File: src/rtl/imem_loader.sv
// ----------------------------------------------------------------------------
// imem_loader
//
// Writable instruction memory with a byte-stream loader. Program bytes arrive
// over a valid/ready handshake, are packed into 32-bit little-endian words and
// written sequentially from word address 0. The processor reads the memory
// through the same addr/q port a ROM would present, and is held in reset
// (cpu_reset) while a load session is in progress.
//
// Ports:
//   clk         system clock, all state changes on the rising edge
//   reset       synchronous active-high reset; clears state and all memory
//   load_start  single-cycle request to begin a load session (IDLE/DONE only)
//   load_len    number of words to load, sampled with load_start, clamped
//   byte_in     program byte
//   byte_valid  byte_in holds a valid byte
//   byte_ready  loader can accept a byte (high only in LOAD)
//   addr        processor read word address
//   q           combinational read data mem[addr]
//   busy        load in progress
//   done        last session completed (sticky until next start or reset)
//   wr_count    words written in the current or last session
//   cpu_reset   reset OR busy, drives the processor reset
// ----------------------------------------------------------------------------
module imem_loader #(
    parameter int N     = 32,
    parameter int DEPTH = 64
) (
    input  logic                       clk,
    input  logic                       reset,
    input  logic                       load_start,
    input  logic [$clog2(DEPTH):0]     load_len,
    input  logic [7:0]                 byte_in,
    input  logic                       byte_valid,
    output logic                       byte_ready,
    input  logic [$clog2(DEPTH)-1:0]   addr,
    output logic [N-1:0]               q,
    output logic                       busy,
    output logic                       done,
    output logic [$clog2(DEPTH):0]     wr_count,
    output logic                       cpu_reset
);

    localparam int AW = $clog2(DEPTH);

    typedef enum logic [1:0] {
        IDLE = 2'd0,
        LOAD = 2'd1,
        DONE = 2'd2
    } state_t;

    state_t          state;
    state_t          state_next;

    logic [N-1:0]    mem [DEPTH];
    logic [23:0]     word_buf;
    logic [1:0]      byte_idx;
    logic [AW-1:0]   waddr;
    logic [AW:0]     len_reg;
    logic [AW:0]     len_clamped;

    logic            start;
    logic            accept;
    logic            word_wr;
    logic            last_word;

    // A start request is only honoured outside LOAD, so it can never coincide
    // with a byte accept (which needs byte_ready, i.e. LOAD).
    assign start       = load_start && (state != LOAD);
    assign accept      = byte_valid && byte_ready;
    assign word_wr     = accept && (byte_idx == 2'd3);
    assign last_word   = word_wr && ((wr_count + 1'b1) == len_reg);
    assign len_clamped = (load_len > (AW+1)'(DEPTH)) ? (AW+1)'(DEPTH) : load_len;

    // State register.
    always_ff @(posedge clk) begin
        if (reset) begin
            state <= IDLE;
        end else begin
            state <= state_next;
        end
    end

    // Next-state logic. A zero-length request completes immediately.
    always_comb begin
        state_next = state;
        case (state)
            IDLE, DONE: begin
                if (load_start) begin
                    state_next = (load_len == '0) ? DONE : LOAD;
                end
            end
            LOAD: begin
                if (last_word) begin
                    state_next = DONE;
                end
            end
            default: state_next = IDLE;
        endcase
    end

    // Handshake and status outputs decode straight from the state, so done and
    // busy move in the cycle after the completing edge.
    always_comb begin
        byte_ready = 1'b0;
        busy       = 1'b0;
        done       = 1'b0;
        case (state)
            LOAD: begin
                byte_ready = 1'b1;
                busy       = 1'b1;
            end
            DONE: done = 1'b1;
            default: ;
        endcase
    end

    // Byte assembly and word writes. Bytes 0..2 are parked in word_buf; the
    // edge that accepts byte 3 writes the full word, so the buffer never holds
    // the top byte. A stalled stream simply leaves the partial word in place.
    always_ff @(posedge clk) begin
        if (reset) begin
            byte_idx <= '0;
            waddr    <= '0;
            wr_count <= '0;
            len_reg  <= '0;
            word_buf <= '0;
            for (int i = 0; i < DEPTH; i++) begin
                mem[i] <= '0;
            end
        end else if (start) begin
            byte_idx <= '0;
            waddr    <= '0;
            wr_count <= '0;
            len_reg  <= len_clamped;
        end else if (accept) begin
            if (word_wr) begin
                mem[waddr] <= N'({byte_in, word_buf});
                waddr      <= waddr + 1'b1;
                wr_count   <= wr_count + 1'b1;
                byte_idx   <= '0;
            end else begin
                word_buf[{byte_idx, 3'b000} +: 8] <= byte_in;
                byte_idx <= byte_idx + 1'b1;
            end
        end
    end

    assign q         = mem[addr];
    assign cpu_reset = reset | busy;

endmodule

File: config.mk
export PLATFORM = sky130hd
export DESIGN_NAME = imem_loader
export DESIGN_NICKNAME = d
export VERILOG_FILES = /design/src/rtl/imem_loader.sv
export SDC_FILE = /design/constraint.sdc
export NUM_CORES = 2
export LEC_CHECK = 0
export CAP_MARGIN = 20
export CORE_MARGIN = 2
export CORE_UTILIZATION = 43
export DETAILED_ROUTE_END_ITERATION = 8
export MAX_ROUTING_LAYER = met4
export PLACE_DENSITY = 0.65
export SKIP_CTS_REPAIR_TIMING = 1
export SLEW_MARGIN = 10
export SYNTH_ARGS = -nofsm -noshare
export SYNTH_HDL_FRONTEND = slang
export SYNTH_SLANG_ARGS = --single-unit
File: constraint.sdc
create_clock -name clk -period 4.4 [get_ports clk]
set_input_delay 1.1 -clock clk [delete_from_list [all_inputs] [get_ports clk]]
set_output_delay 1.1 -clock clk [all_outputs]
set_load 0.05 [all_outputs]
==> implementation parameters <==
Parameter                              Value

Clock network
  Clock Sinks    between 2000 and 2500
  CTS buffer count    209
  Worst-path clk slew    0.06 ns
  TritonCTS clock tree    built
  Buffer levels on the longest clock path    3
  # H-tree levels    4
  Clk_lat worst skew    0.87 ns
  Clk root buf    clkbuf_16

STA
  Final Hold Slack    0.449 ns
  Final Worst Setup Slack    -0.198 ns
  Final min period    ~4.6 ns
  Highest clock rate    217 MHz
  Portion of the clock cycle consumed by the worst path in the final layout    104%
  Final count of hold timing violations    0
  RSZ-0062 raised after global routing    true
  Clock skew    0.0458 ns
  Total of endpoints with negative setup slack in the final report    27
  Final Max Tran Viols    0
  Max transition margin    24.7%
  Worst Tran Pin Value    1.13 ns

Cells and area
  Number of nets in the finished design    about 6600
  Fraction of final layout cells sized beyond drive strength 1    28.6%
  Synthesis-to-layout area growth    19.0%
  Largest register FFs    about 2000
  Register ranked first by flip-flop count    mem
  Cell Count, Final, Fillers Out    9740
  Registers with the most flip-flops    mem x2048, word_buf x24

Logic synthesis
  Flop and latch count out of synthesis    2096
  Post-Syn Instances    6199
  Post-synth EDFFs    2048
  Syn nets    6231
  Async set-or-reset flop fraction in the synthesized netlist    0%
  Area share of the largest cell type after synthesis    64.6%
  Dominant cell by count in the synthesized netlist    and2_1
  Top post-synthesis cells by area    edfxtp_1, and2_1, mux4_2
  Cell type with the highest aggregate area in the netlist    edfxtp_1
  Post-synth top flop    edfxtp_1
  Synth warnings    0
  Post-Synthesis Mean Instance Area    around 15 sq um
  Netlist cell types    67
  Most common library cells after synthesis    and2_1, edfxtp_1, clkbuf_1, mux4_2, o22ai_1
  Netlist Area Pre-Place    95200 sq um
  Proportion of synthesized chip area in sequential cells    between 60% and 70%

Detailed routing
  Via count    56559
  Final Routed Wirelength    295000 um
  Number of nets still failing antenna checks after routing    0
  DRT iter0 DRCs    8140
  DRC violation count after routing    0
  Drt wl/cell    30.3 um
  Vias/cell    approximately 5.8
  First-pass DRT Iterations    6

Critical path
  Maximum cell stage delay along the critical path    0.48 ns
  Kind of critical path    input pin to output pin
  Element type at the critical path end    output pin
  Top delay family on crit path    buffers and inverters
  Data arrival, critical path    3.50 ns
  Sort of element at the start of the critical path    input pin
  Crit path buffers/inverters    8
  Largest fanout of any net on the critical path    8
  Top cell by count, worst path    buf_6
  Required time of the critical path    3.30 ns
  Cell with the biggest individual delay on the critical path    nor4_4
  Cells along the critical path    buf_16 > buf_16 > buf_6 > clkbuf_16 > buf_6 > mux4_2 > o22ai_2 > buf_6 > nor4_4 > clkbuf_16 > a2bb2oi_4 > buf_12

Placement
  Setup Slack @ Placement    -0.779 ns
  RD Place Congestion    0.902
  DP Wirelength    ~180000 um
  Count of input and output buffers    67
  Placed cell count    around 9000

Floorplanning
  Die area    225000 sq um
  Y dimension of the die    475 um
  Die Wd    475 um
  I/O pin count    68
  Cell Rows    between 150 and 200
  Initial core utilization    between 40% and 50%
  Standard cell core area    ~220000 sq um

GRT
  Wire length of the first global-routing pass    410000 um
  Largest net degree at the start of global routing    68
  Aggregate global-route resource usage    26.4%
  Most utilized layer in the global route result    met2
  Number of antenna violations at the first check in global routing    16
  Met2 track demand over resource in global routing    41.1%
  Met1 demand-to-capacity share in global routing    between 30% and 40%
  Vias in the first global route    about 55000
  Overflow left after global routing    0
  GR Layer Usage met3    under 10%

Flow run
  Count of maximum capacitance violations    0

Power and ir drop
  Power consumption    45.0 mW
  Highest ir drop seen on vdd    0.366 mV
  Pwr dens    397 nW/um^2
  Leakage power total    39.6 nW

Min path
  Type of the most critical hold path    register to register

Outcome
  Failing checks    setup timing
  Run status    complete, but fails checks
[layer usage]
| layer | share of wire [%] | wire length [um] |
|---|---|---|
| met1 | 38 | 112000 |
| met2 | 48 | 142000 |
| met3 | 10 | 30400 |
| met4 | 3.7 | 11000 |
| met5 | 0 | 0 |
[final timing paths]
check	from	endpoint	slack, ns	depth (start not counted)
worst max-delay path	addr[0]	q[6]	-0.20	12
worst min-delay path	word_buf[19]$_SDFFE_PP0P_	word_buf[19]$_SDFFE_PP0P_	0.45	2
worst max register to register	waddr[2]$_SDFFE_PP0N_	mem[6][9]$_SDFFCE_PN0P_	1.20	5
worst min register to register	word_buf[19]$_SDFFE_PP0P_	word_buf[19]$_SDFFE_PP0P_	0.45	2
[tightest hold or removal path, cell delays in order, from the launching register on]
cell	delay, ns
dfxtp_2	0.32
nand2_1	0.05
a21oi_1	0.05
[cell families after synthesis]
logic type | after synthesis | share of synthesized area, %
flops | 2096 | 65.6
xor+xnor | 18 | 0.166
simple gates | 2489 | 15.9
fa+ha+maj | 7 | 0.0920
compound gates | 332 | 2.31
buf+inv | 632 | 2.95
mux | 625 | 13.0
[area by class of cell]
class,count,area [sq um]
fill,17836,107000
sequential,2096,62500
multi-input combinational,3471,31400
timing repair buffer,821,9040
clock buffer,280,5640
tap,2958,3700
clock inverter,105,945
inverter,6,22.5
antenna,3,7.51
[placed cells by master (no fill, tap or decap), drive strengths merged, types with 6 or more instances in the layout]
cell type,count
and2,2052
buf,770
dfxtp,48
nor4,25
o22ai,131
nor2,135
bufinv,9
xor2,8
clkbuf,311
xnor2,10
o211ai,9
mux2,60
a2bb2oi,6
clkinv,88
mux4,480
clkdlybuf4s50,20
edfxtp,2048
nor2b,18
nand3b,9
nand3,42
ha,7
a21oi,61
mux2i,85
nand2,65
o221ai,23
or3,13
inv,12
nand2b,13
nor3,26
o21ai,30
or2,66
a211oi,20
nor3b,9
o22a,13
or3b,7
a2111oi,13
[where the power goes]
group / internal [mW] / switching [mW] / leakage [nW]
Combinational: 1.98 / 2.52 / 16.5
Clock: 9.56 / 7.82 / 3.20
Sequential: 22.8 / 0.294 / 19.9
Total: 34.3 / 10.6 / 39.6
[stage by stage]
step	TNS [ns]	cell area [sq um]	utilization, %
finish	-2.04	113000	51.5
global route	-2.09	113000	51.5
CTS	-12.73	110000	50.1
detailed placement	-12.44	104000	47.1
global placement	-14.12	103000	47.0
floorplan	0	95200	-
Power figures use the tool's default switching activity.
